### src/rtl/time_set_if.sv
`default_nettype none
// ============================================================================
//  Module      : time_set_if
//  Description : Key/time bundle between the key handler and the time editor.
//  Revision    : 1.0 - initial release
// ============================================================================
interface time_set_if;
    logic [2:0] key_val;
    logic [4:0] cur_hour;
    logic [5:0] cur_min;
    logic [5:0] cur_sec;
    logic [1:0] mode;
    logic [4:0] set_hour;
    logic [5:0] set_min;
    logic [5:0] set_sec;
    logic       load;

    modport slave (
        input  key_val, cur_hour, cur_min, cur_sec,
        output mode, set_hour, set_min, set_sec, load
    );

    modport master (
        output key_val, cur_hour, cur_min, cur_sec,
        input  mode, set_hour, set_min, set_sec, load
    );
endinterface
`default_nettype wire

### src/rtl/time_set.sv
`default_nettype none
// ============================================================================
//  Module      : time_set
//  Description : Key-driven hh:mm:ss editor with commit strobe and idle abandon.
//  Revision    : 1.0 - initial release
// ============================================================================
module time_set #(
    parameter int TIMEOUT_CYC = 500_000_000
) (
    input  wire logic   clk,
    input  wire logic   rst,
    time_set_if.slave   bus
);

    localparam int                  c_cnt_w    = (TIMEOUT_CYC > 1) ? $clog2(TIMEOUT_CYC) : 1;
    localparam logic [c_cnt_w-1:0]  c_cnt_last = c_cnt_w'(TIMEOUT_CYC - 1);
    localparam logic [c_cnt_w-1:0]  c_cnt_one  = c_cnt_w'(1);

    typedef enum logic [1:0] {
        RUN   = 2'd0,
        SET_H = 2'd1,
        SET_M = 2'd2,
        SET_S = 2'd3
    } state_t;

    state_t               state_q, state_d;
    logic [4:0]           hour_q,  hour_d;
    logic [5:0]           min_q,   min_d;
    logic [5:0]           sec_q,   sec_d;
    logic                 load_q,  load_d;
    logic [c_cnt_w-1:0]   idle_q,  idle_d;

    logic                 w_key_valid;
    logic [4:0]           w_hour_inc, w_hour_dec;
    logic [5:0]           w_min_inc,  w_min_dec;
    logic [5:0]           w_sec_inc,  w_sec_dec;

    // Explicit wrap compares keep each field inside its legal range.
    assign w_hour_inc = (hour_q == 5'd23) ? 5'd0  : hour_q + 5'd1;
    assign w_hour_dec = (hour_q == 5'd0)  ? 5'd23 : hour_q - 5'd1;
    assign w_min_inc  = (min_q  == 6'd59) ? 6'd0  : min_q  + 6'd1;
    assign w_min_dec  = (min_q  == 6'd0)  ? 6'd59 : min_q  - 6'd1;
    assign w_sec_inc  = (sec_q  == 6'd59) ? 6'd0  : sec_q  + 6'd1;
    assign w_sec_dec  = (sec_q  == 6'd0)  ? 6'd59 : sec_q  - 6'd1;

    assign w_key_valid = (bus.key_val >= 3'd1) && (bus.key_val <= 3'd4);

    always_comb begin
        state_d = state_q;
        hour_d  = hour_q;
        min_d   = min_q;
        sec_d   = sec_q;
        load_d  = 1'b0;
        idle_d  = idle_q;

        if (state_q == RUN) begin
            idle_d = '0;
            if (bus.key_val == 3'd1) begin
                hour_d  = bus.cur_hour;
                min_d   = bus.cur_min;
                sec_d   = bus.cur_sec;
                state_d = SET_H;
            end
        end else if (w_key_valid) begin
            // A key always wins over a coincident timeout.
            idle_d = '0;
            case (bus.key_val)
                3'd1: begin
                    case (state_q)
                        SET_H:   state_d = SET_M;
                        SET_M:   state_d = SET_S;
                        default: begin
                            state_d = RUN;
                            load_d  = 1'b1;
                        end
                    endcase
                end
                3'd2: begin
                    case (state_q)
                        SET_H:   hour_d = w_hour_inc;
                        SET_M:   min_d  = w_min_inc;
                        default: sec_d  = w_sec_inc;
                    endcase
                end
                3'd3: begin
                    case (state_q)
                        SET_H:   hour_d = w_hour_dec;
                        SET_M:   min_d  = w_min_dec;
                        default: sec_d  = w_sec_dec;
                    endcase
                end
                default: state_d = RUN;
            endcase
        end else if (idle_q == c_cnt_last) begin
            state_d = RUN;
            idle_d  = '0;
        end else begin
            idle_d = idle_q + c_cnt_one;
        end
    end

    always_ff @(posedge clk) begin
        if (rst) begin
            state_q <= RUN;
            hour_q  <= 5'd0;
            min_q   <= 6'd0;
            sec_q   <= 6'd0;
            load_q  <= 1'b0;
            idle_q  <= '0;
        end else begin
            state_q <= state_d;
            hour_q  <= hour_d;
            min_q   <= min_d;
            sec_q   <= sec_d;
            load_q  <= load_d;
            idle_q  <= idle_d;
        end
    end

    assign bus.mode     = state_q;
    assign bus.set_hour = hour_q;
    assign bus.set_min  = min_q;
    assign bus.set_sec  = sec_q;
    assign bus.load     = load_q;

endmodule
`default_nettype wire

### src/flat_wrapper.sv
// flat-port wrapper written by rule: the top's interface ports become plain ports
module time_set_flat 
#(
    parameter int TIMEOUT_CYC = 500_000_000
)
  (clk, rst, bus_key_val, bus_cur_hour, bus_cur_min, bus_cur_sec, bus_mode, bus_set_hour, bus_set_min, bus_set_sec, bus_load);
  time_set_if bus_i ();
  input  wire logic clk;
  input  wire logic rst;
  input wire logic [$bits(bus_i.key_val)-1:0] bus_key_val;
  input wire logic [$bits(bus_i.cur_hour)-1:0] bus_cur_hour;
  input wire logic [$bits(bus_i.cur_min)-1:0] bus_cur_min;
  input wire logic [$bits(bus_i.cur_sec)-1:0] bus_cur_sec;
  output wire logic [$bits(bus_i.mode)-1:0] bus_mode;
  output wire logic [$bits(bus_i.set_hour)-1:0] bus_set_hour;
  output wire logic [$bits(bus_i.set_min)-1:0] bus_set_min;
  output wire logic [$bits(bus_i.set_sec)-1:0] bus_set_sec;
  output wire logic [$bits(bus_i.load)-1:0] bus_load;
  assign bus_i.key_val = bus_key_val;
  assign bus_i.cur_hour = bus_cur_hour;
  assign bus_i.cur_min = bus_cur_min;
  assign bus_i.cur_sec = bus_cur_sec;
  assign bus_mode = bus_i.mode;
  assign bus_set_hour = bus_i.set_hour;
  assign bus_set_min = bus_i.set_min;
  assign bus_set_sec = bus_i.set_sec;
  assign bus_load = bus_i.load;
  time_set #(.TIMEOUT_CYC(TIMEOUT_CYC)) u_core (.clk(clk), .rst(rst), .bus(bus_i));
endmodule
### config.mk
export PLATFORM = sky130hd
export DESIGN_NAME = time_set_flat
export DESIGN_NICKNAME = d
export VERILOG_FILES = /design/src/rtl/time_set_if.sv /design/src/rtl/time_set.sv /design/src/flat_wrapper.sv
export SDC_FILE = /design/constraint.sdc
export NUM_CORES = 1
export LEC_CHECK = 0
export ABC_AREA = 1
export CELL_PAD_IN_SITES_DETAIL_PLACEMENT = 0
export CELL_PAD_IN_SITES_GLOBAL_PLACEMENT = 1
export CORE_MARGIN = 10
export CORE_UTILIZATION = 43
export DETAILED_ROUTE_END_ITERATION = 8
export PLACE_DENSITY_LB_ADDON = 0.15
export SKIP_LAST_GASP = 1
export SLEW_MARGIN = 20
export SYNTH_ARGS = -nofsm -noshare
export SYNTH_HDL_FRONTEND = slang
export SYNTH_SLANG_ARGS = --single-unit
### constraint.sdc
create_clock -name clk -period 3.1 [get_ports clk]
set_input_delay 0.93 -clock clk [delete_from_list [all_inputs] [get_ports clk]]
set_output_delay 0.93 -clock clk [all_outputs]
set_load 0.01 [all_outputs]
==> results of run 1 <==
-- registers in the layout, summed over array words and instances, names as in the netlist --
signal               count
u_core.idle_q           29
u_core.bus.set_min       6
u_core.bus.mode          2
u_core.bus.load          1
u_core.bus.set_sec       6
u_core.bus.set_hour      5
-- stage by stage --
| stage | util | hold WS [ns] | total power [uW] |
|---|---|---|---|
| 2_1_floorplan | - | 0.417 | 859 |
| 3_3_place_gp | 0.515 | 0.432 | 963 |
| 3_5_place_dp | 0.515 | 0.435 | 964 |
| 4_1_cts | 0.532 | 0.455 | 1450 |
| 5_1_grt | 0.532 | 0.493 | 1510 |
| 6_report | 0.532 | 0.453 | 1440 |
-- worst paths after layout --
path	startpoint	to	cells past startpoint
max	u_core.bus.set_sec[2]$_SDFFE_PP0P_	bus_set_sec[2]	1
min	u_core.idle_q[0]$_SDFF_PP0_	u_core.idle_q[0]$_SDFF_PP0_	1
max reg2reg	u_core.bus.mode[0]$_SDFFE_PP0P_	u_core.bus.set_hour[1]$_SDFFE_PP0P_	9
min reg2reg	u_core.idle_q[0]$_SDFF_PP0_	u_core.idle_q[0]$_SDFF_PP0_	1
-- power groups by stage --
| stage | clock, uW | sequential, uW | combinational, uW |
|---|---|---|---|
| floorplan | 0 | 687 | 171 |
| detailed placement | 0 | 693 | 271 |
| finish | 488 | 679 | 270 |
| global route | 525 | 683 | 306 |
| CTS | 503 | 678 | 272 |
| global placement | 0 | 693 | 270 |
-- Yosys cell counts --
library cell and number:
nor2_2 5, xnor2_1 3, buf_2 3, nor3_2 2, nand3b_1 6, inv_1 49
o21ai_1 6, buf_1 2, nor2_8 2, a21oi_1 36, a31oi_1 2, nor4_1 1
nor2_1 70, nand3_1 42, nand2_4 2, nor3_1 10, or2_1 1, nand3_4 1
nand2_2 7, xor2_1 16, o31ai_1 1, clkbuf_1 3, o21ai_2 1, nand2_1 113
nor3b_1 1, o22ai_1 1, o211ai_1 4, nor3b_2 2, buf_6 1, or2_2 1
nand4_1 8, or2_0 1, o21ai_0 16, nor3_4 3, buf_4 2, a211oi_1 3
nor2_4 1, ha_1 12, inv_2 9, dfxtp_1 49
-- cell families (layout without fill, tap and decap cells) --
logic type	Yosys count	after routing	share of synthesized area
AOI/OAI and AO/OA	70	70	0.115
xor gates and xnor gates	19	19	0.0506
adders and majority gates	12	12	0.0457
buffers and inverters	69	109	0.0845
DFF	49	49	0.298
and+or+nand+nor	279	279	0.406
-- area by class of cell --
cell class,count,area share
Multi-Input combinational cell,380,0.521
Sequential cell,49,0.252
Timing Repair Buffer,43,0.109
Inverter,58,0.0559
Tap cell,99,0.0318
Clock buffer,6,0.0212
Clock inverter,2,0.00963
-- metal layers --
metal	track usage	part of all wire
met5	0	0
met4	0.0296	0.0065
met3	0.0341	0.040
met2	0.240	0.48
met1	0.176	0.48
==> results_dict.tcl, run 1 <==
set metrics [dict create \
    ys_ff_latch 49 \
    yosysWarnings 0 \
    critPathRequiredTime_ns 2.17 \
    critPathTopFamily "buffers and inverters" \
    total_leakage_power_uw 0.00153 \
    p_seq_frac 0.472 \
    postPlaceCellArea_um2 3780 \
    period_share 0.771 \
    internal-power_uw 1030 \
    dp_slack_ns 0.451 \
    worst_pin_slew_ns 0.687 \
    rsz0062_at_grt "false" \
    maxSlewHeadroom 0.542 \
    p_sw_frac 0.282 \
    global_route.usage.total 0.141 \
    coreArea_um2 7330 \
    outcome "completed" \
    yosys.area.top_type "dfxtp_1" \
    die_h_um 107 \
    clock_skew_ns 0.00638 \
    areaGrowthSynthToFinish_pct 18.5 \
    ir_worst_vdd_mv 0.198 \
    numPortBuffers 41 \
    hold_path_class "reg -> reg" \
    slowest_delay_ns 0.61 \
    drv_slew 0 \
    placementRows 31 \
    antenna_left 0 \
    placed_cells 629 \
    final_common_cell "nand2_1" \
    htree_levels 2 \
    setup_viol 0 \
    cts_buffers 5 \
    diodes 0 \
    wl_um 8060 \
    cts_tree "done" \
    timing.fmax_ghz 0.419 \
    yosysUniqueCellTypes 40 \
    ys_seq_area_frac 0.298 \
    gp_congestion 0.828 \
    clock-root-buffer "clkbuf_8" \
    powerDensity_nw_per_um2 369 \
    p_sw_uw 405 \
    worstSetupPathType "reg -> out" \
    num_vias 3202 \
    worst_slack_ns 0.711 \
    overflow 0 \
    synth_top_area_frac 0.298 \
    seq_area_um2 981 \
    cap_viol_max_count 0 \
    syn_inst 498 \
    antenna_found_initial 0 \
    final_hold_viol_count 0 \
    postCtsSetupRepairBufs 0 \
    fin_nets 571 \
    cts_buffer_depth 2 \
    synth_fp_nets 532 \
    netlist_area_um2 3290 \
    grt_max_degree 21 \
    p_comb_frac 0.188 \
    drt_iter0_drc 137 \
    grt_pass1_wl_um 13900 \
    drive_above_1_share 0.0855 \
    grt_pass1_vias 3033 \
    finalNonFillerCells 637 \
    min_period_ns 2.39 \
    drc 0 \
    pwr-share-clk 0.340 \
    clk_latency_ns 0.30 \
    critPathMaxFanout 9 \
    viasPerCell 5.03 \
    yosys-top-cells-area "dfxtp_1 30%, nand2_1 13%, nor2_1 8.0%" \
    crit_path_end_kind "primary output" \
    wl_per_cell_um 12.7 \
    cp_cell_sequence "clkdlybuf4s50_1" \
    die-area_um2 11500 \
    ctsResizeCount 0 \
    cp-start-kind "flop" \
    fin_tns_setup_ns 0 \
    nFillCells 720 \
    finalInstanceArea_um2 3900 \
    cts.clk_slew.worst_paths_ns 0.10 \
    reg2reg_setup_slack_ns 0.78 \
    hpwl_um 6250 \
    clock-sinks 49 \
    holdBufCountCts 0 \
    postSynthAreaPerCell_um2 6.60 \
    die_w_um 107 \
    num_io_pins 42 \
    multi_input_comb_area_um2 2030 \
    cp_slowest_cell "clkdlybuf4s50_1" \
    drt-pass1-iter-count 4 \
    cp.arrival_ns 1.46 \
    final_cell_mix "113 x nand2_1, 70 x nor2_1, 49 x inv_1, 49 x dfxtp_1, 42 x nand3_1" \
    path_buf_inv 1 \
    initial_core_util 0.449 \
]
Note: power is estimated with default switching activity, not from simulation.
==> run 2: changes to the inputs <==
Settings changed: CORE_UTILIZATION 43 to 40.
Clock period 3.1 ns to 2.45 ns, I/O delays scaled along.
==> results_dict.tcl, run 2 (same netlist as run 1, synthesis figures left out) <==
set metrics [dict create \
    outcome "completed" \
    gp_congestion 0.833 \
    die_h_um 111 \
    rsz0062_at_grt "false" \
    min_period_ns 2.19 \
    final_common_cell "nand2_1" \
    r2r_start "u_core.bus.mode[0]$_SDFFE_PP0P_" \
    global_route.usage.total 0.131 \
    initial_core_util 0.406 \
    nFillCells 886 \
    holdBufCountCts 0 \
    wl_um 8140 \
    diodes 0 \
    final_cell_mix "113 x nand2_1, 70 x nor2_1, 49 x inv_1, 49 x dfxtp_1, 42 x nand3_1" \
    cp-startpoint "u_core.bus.set_min[2]$_SDFFE_PP0P_" \
    slowest_delay_ns 0.62 \
    viasPerCell 4.89 \
    drive_above_1_share 0.0904 \
    cp_slowest_cell "clkdlybuf4s50_1" \
    areaGrowthSynthToFinish_pct 18.6 \
    grt_max_degree 21 \
    critPathMaxFanout 8 \
    fin_nets 575 \
    grt_pass1_vias 3117 \
    htree_levels 2 \
    numPortBuffers 41 \
    cts_tree "done" \
    hold_path_class "reg -> reg" \
    clk_latency_ns 0.30 \
    largest_reg_flops 29 \
    critPathTopFamily "buffers and inverters" \
    ir_worst_vdd_mv 0.254 \
    postCtsSetupRepairBufs 0 \
    cp-start-kind "flop" \
    final_hold_viol_count 0 \
    overflow 0 \
    cp.arrival_ns 1.45 \
    fin_tns_setup_ns 0 \
    coreArea_um2 8090 \
    path_buf_inv 1 \
    worst_pin_slew_ns 0.410 \
    crit_path_end_kind "primary output" \
    clock-sinks 49 \
    cts.clk_slew.worst_paths_ns 0.09 \
    powerDensity_nw_per_um2 435 \
    num_vias 3167 \
    worstSetupPathType "reg -> out" \
    cts_buffer_depth 2 \
    ctsResizeCount 0 \
    min_from "u_core.idle_q[0]$_SDFF_PP0_" \
    drt-pass1-iter-count 4 \
    drt_iter0_drc 116 \
    timing.fmax_ghz 0.457 \
    wl_per_cell_um 12.6 \
    clock-root-buffer "clkbuf_8" \
    die_w_um 111 \
    drc 0 \
    grt_pass1_wl_um 14100 \
    antenna_left 0 \
    period_share 0.893 \
    cp_cell_sequence "clkdlybuf4s50_1" \
    die-area_um2 12200 \
    clock_skew_ns 0.00570 \
    top_register "u_core.idle_q" \
    hold_ws_ns 0.460 \
    drv_slew 0 \
    placementRows 33 \
    maxSlewHeadroom 0.725 \
    cts_buffers 5 \
    critPathRequiredTime_ns 1.71 \
    hpwl_um 6510 \
    total_leakage_power_uw 0.00153 \
    setup_viol 0 \
    p_total_uw 1700 \
    antenna_found_initial 0 \
    cap_viol_max_count 0 \
    num_io_pins 42 \
]
-- run 2: worst paths after layout --
kind / to / cells past startpoint / slack (ns)
setup / recovery: bus_set_min[2] / 1 / 0.26
setup reg to reg: u_core.bus.set_hour[1]$_SDFFE_PP0P_ / 9 / 0.53
hold / removal: u_core.idle_q[0]$_SDFF_PP0_ / 1 / 0.46
hold reg to reg: u_core.idle_q[0]$_SDFF_PP0_ / 1 / 0.46
-- run 2: routing by layer --
layer  GRT usage  wire length (um)
met1       0.154              3700
met2       0.233              4040
met4      0.0269                57
met5           0                 0
met3      0.0341               346
-- run 2: stage by stage --
step	instance area [um^2]	instances	utilization	worst slack [ns]
CTS	3900	647	0.482	0.256
finish	3900	647	0.482	0.262
floorplan	3290	498	-	0.715
global placement	3810	639	0.471	0.110
detailed placement	3810	639	0.471	0.0703
global route	3900	647	0.482	0.188
-- run 2: cell type report --
cell class / instances / area (um^2) / share of cell area
Tap cell: 105 / 131 / 0.0337
Inverter: 58 / 218 / 0.0558
Clock inverter: 2 / 13.8 / 0.00353
Clock buffer: 6 / 72.6 / 0.0186
Multi-Input combinational cell: 380 / 2030 / 0.520
Timing Repair Buffer: 47 / 455 / 0.117
Sequential cell: 49 / 981 / 0.251
-- run 2: power breakdown --
| part | leakage, uW | switching [uW] | total [uW] | internal, uW |
|---|---|---|---|---|
| Clock | 0.0000456 | 289 | 493 | 204 |
| Sequential | 0.000397 | 40.3 | 858 | 818 |
| Combinational | 0.00109 | 187 | 347 | 159 |
| Total | 0.00153 | 517 | 1700 | 1180 |
==> run 3: changes to the inputs <==
Settings changed: CTS_CLUSTER_SIZE set to 25, GPL_TIMING_DRIVEN set to 0, PLACE_DENSITY_LB_ADDON 0.15 to 0.1.
==> results_dict.tcl, run 3 (same netlist as run 1, synthesis figures left out) <==
set metrics [dict create \
    outcome "completed" \
    min_period_ns 2.26 \
    powerDensity_nw_per_um2 459 \
    worstSetupPathType "in -> reg" \
    cp-startpoint "bus_key_val[1]" \
    antenna_found_initial 0 \
    worst_pin_slew_ns 0.606 \
    cts_buffer_depth 2 \
    grt_pass1_wl_um 14600 \
    rsz0062_at_grt "false" \
    hold_end "u_core.idle_q[0]$_SDFF_PP0_" \
    wl_per_cell_um 13.0 \
    timing.fmax_ghz 0.442 \
    drive_above_1_share 0.0896 \
    global_route.usage.total 0.137 \
    die_w_um 111 \
    hold_depth 1 \
    ir_worst_vdd_mv 0.256 \
    cp.arrival_ns 2.44 \
    clk_latency_ns 0.30 \
    drt-pass1-iter-count 4 \
    die_h_um 111 \
    postCtsSetupRepairBufs 0 \
    critPathRequiredTime_ns 2.63 \
    placementRows 33 \
    grt_pass1_vias 3099 \
    reg2reg_to "u_core.bus.set_sec[0]$_SDFFE_PP0P_" \
    final_common_cell "nand2_1" \
    gp_congestion 0.816 \
    largest_reg_flops 29 \
    wl_um 8500 \
    period_share 0.923 \
    setup_viol 0 \
    drv_slew 0 \
    crit_path_end_kind "flop" \
    reg2reg_setup_slack_ns 0.43 \
    grt_max_degree 16 \
    final_hold_viol_count 0 \
    hold_path_class "reg -> reg" \
    cp-start-kind "input pin" \
    top_register "u_core.idle_q" \
    r2r_start "u_core.bus.mode[0]$_SDFFE_PP0P_" \
    drt_iter0_drc 147 \
    overflow 0 \
    num_vias 3241 \
    clock_skew_ns 0.00876 \
    maxSlewHeadroom 0.596 \
    finalNonFillerCells 652 \
    coreArea_um2 8090 \
    total_leakage_power_uw 0.00156 \
    critPathMaxFanout 10 \
    fin_nets 580 \
    cts.clk_slew.worst_paths_ns 0.09 \
    final_cell_mix "113 x nand2_1, 70 x nor2_1, 49 x inv_1, 49 x dfxtp_1, 42 x nand3_1" \
    fin_tns_setup_ns 0 \
    finalInstanceArea_um2 3950 \
    clock-sinks 49 \
    cts_buffers 5 \
    numPortBuffers 41 \
    die-area_um2 12200 \
    viasPerCell 4.97 \
    hold_ws_ns 0.452 \
    antenna_left 0 \
    hpwl_um 6620 \
    diodes 0 \
    num_io_pins 42 \
    htree_levels 2 \
    placed_cells 644 \
    clock-root-buffer "clkbuf_8" \
    min_from "u_core.idle_q[0]$_SDFF_PP0_" \
    drc 0 \
    postPlaceCellArea_um2 3830 \
    dp_slack_ns -0.161 \
    worst_slack_ns 0.187 \
    cap_viol_max_count 0 \
    areaGrowthSynthToFinish_pct 20.0 \
    cts_tree "done" \
    rr_worst_depth 9 \
    initial_core_util 0.406 \
]
## run 3: routing by layer
metal	track usage	routed length, um	up-vias
met5	0	0	-
met4	0.0234	37	0
met3	0.0357	385	4
met2	0.242	4200	53
met1	0.165	3880	1471
li1	-	-	1713
## run 3: area by class of cell
class	count	area, um^2
inverters	58	218
clock inverters	2	38.8
repair buffers	41	410
clock buffers	6	72.6
plain buffers	11	60.1
fillers	894	4150
well taps	105	131
multi-input cells	380	2030
flip-flops and latches	49	981
## run 3: per-stage QoR
step	total power (uW)	utilization
5_1_grt	1910	0.488
3_3_place_gp	1230	0.473
4_1_cts	1840	0.487
2_1_floorplan	1090	-
3_5_place_dp	1230	0.473
6_report	1810	0.488
## run 3: worst max-delay path by stage
stage | slack (ns) | to
2_1_floorplan | 0.71 | u_core.bus.set_hour[4]$_SDFFE_PP0P_
3_3_place_gp | -0.15 | u_core.bus.set_hour[4]$_SDFFE_PP0P_
3_5_place_dp | -0.16 | u_core.bus.set_hour[2]$_SDFFE_PP0P_
4_1_cts | 0.16 | u_core.bus.set_hour[2]$_SDFFE_PP0P_
5_1_grt | 0.02 | u_core.bus.set_hour[4]$_SDFFE_PP0P_
6_report | 0.19 | u_core.bus.set_hour[4]$_SDFFE_PP0P_
## run 3: report_power, final
group / internal, uW / total [uW] / switching, uW / leakage [uW]
registers: 818 / 849 / 30.8 / 0.000397
logic: 160 / 359 / 200 / 0.00110
clock network: 307 / 602 / 295 / 0.0000554
## run 3: worst max-delay path, stage by stage
cell             delay (ns)
clkdlybuf4s50_1        0.53
inv_1                  0.09
nor2_2                 0.18
nand2_4                0.15
inv_2                  0.13
buf_4                  0.20
nand2_1                0.08
o22ai_1                0.15
nand2_1                0.06
nand2_1                0.08
a21oi_1                0.05
## run 3: timing repair
item,CTS,global route
resized for setup,0,1
hold buffers,0,0
endpoints found under the setup margin,0,1
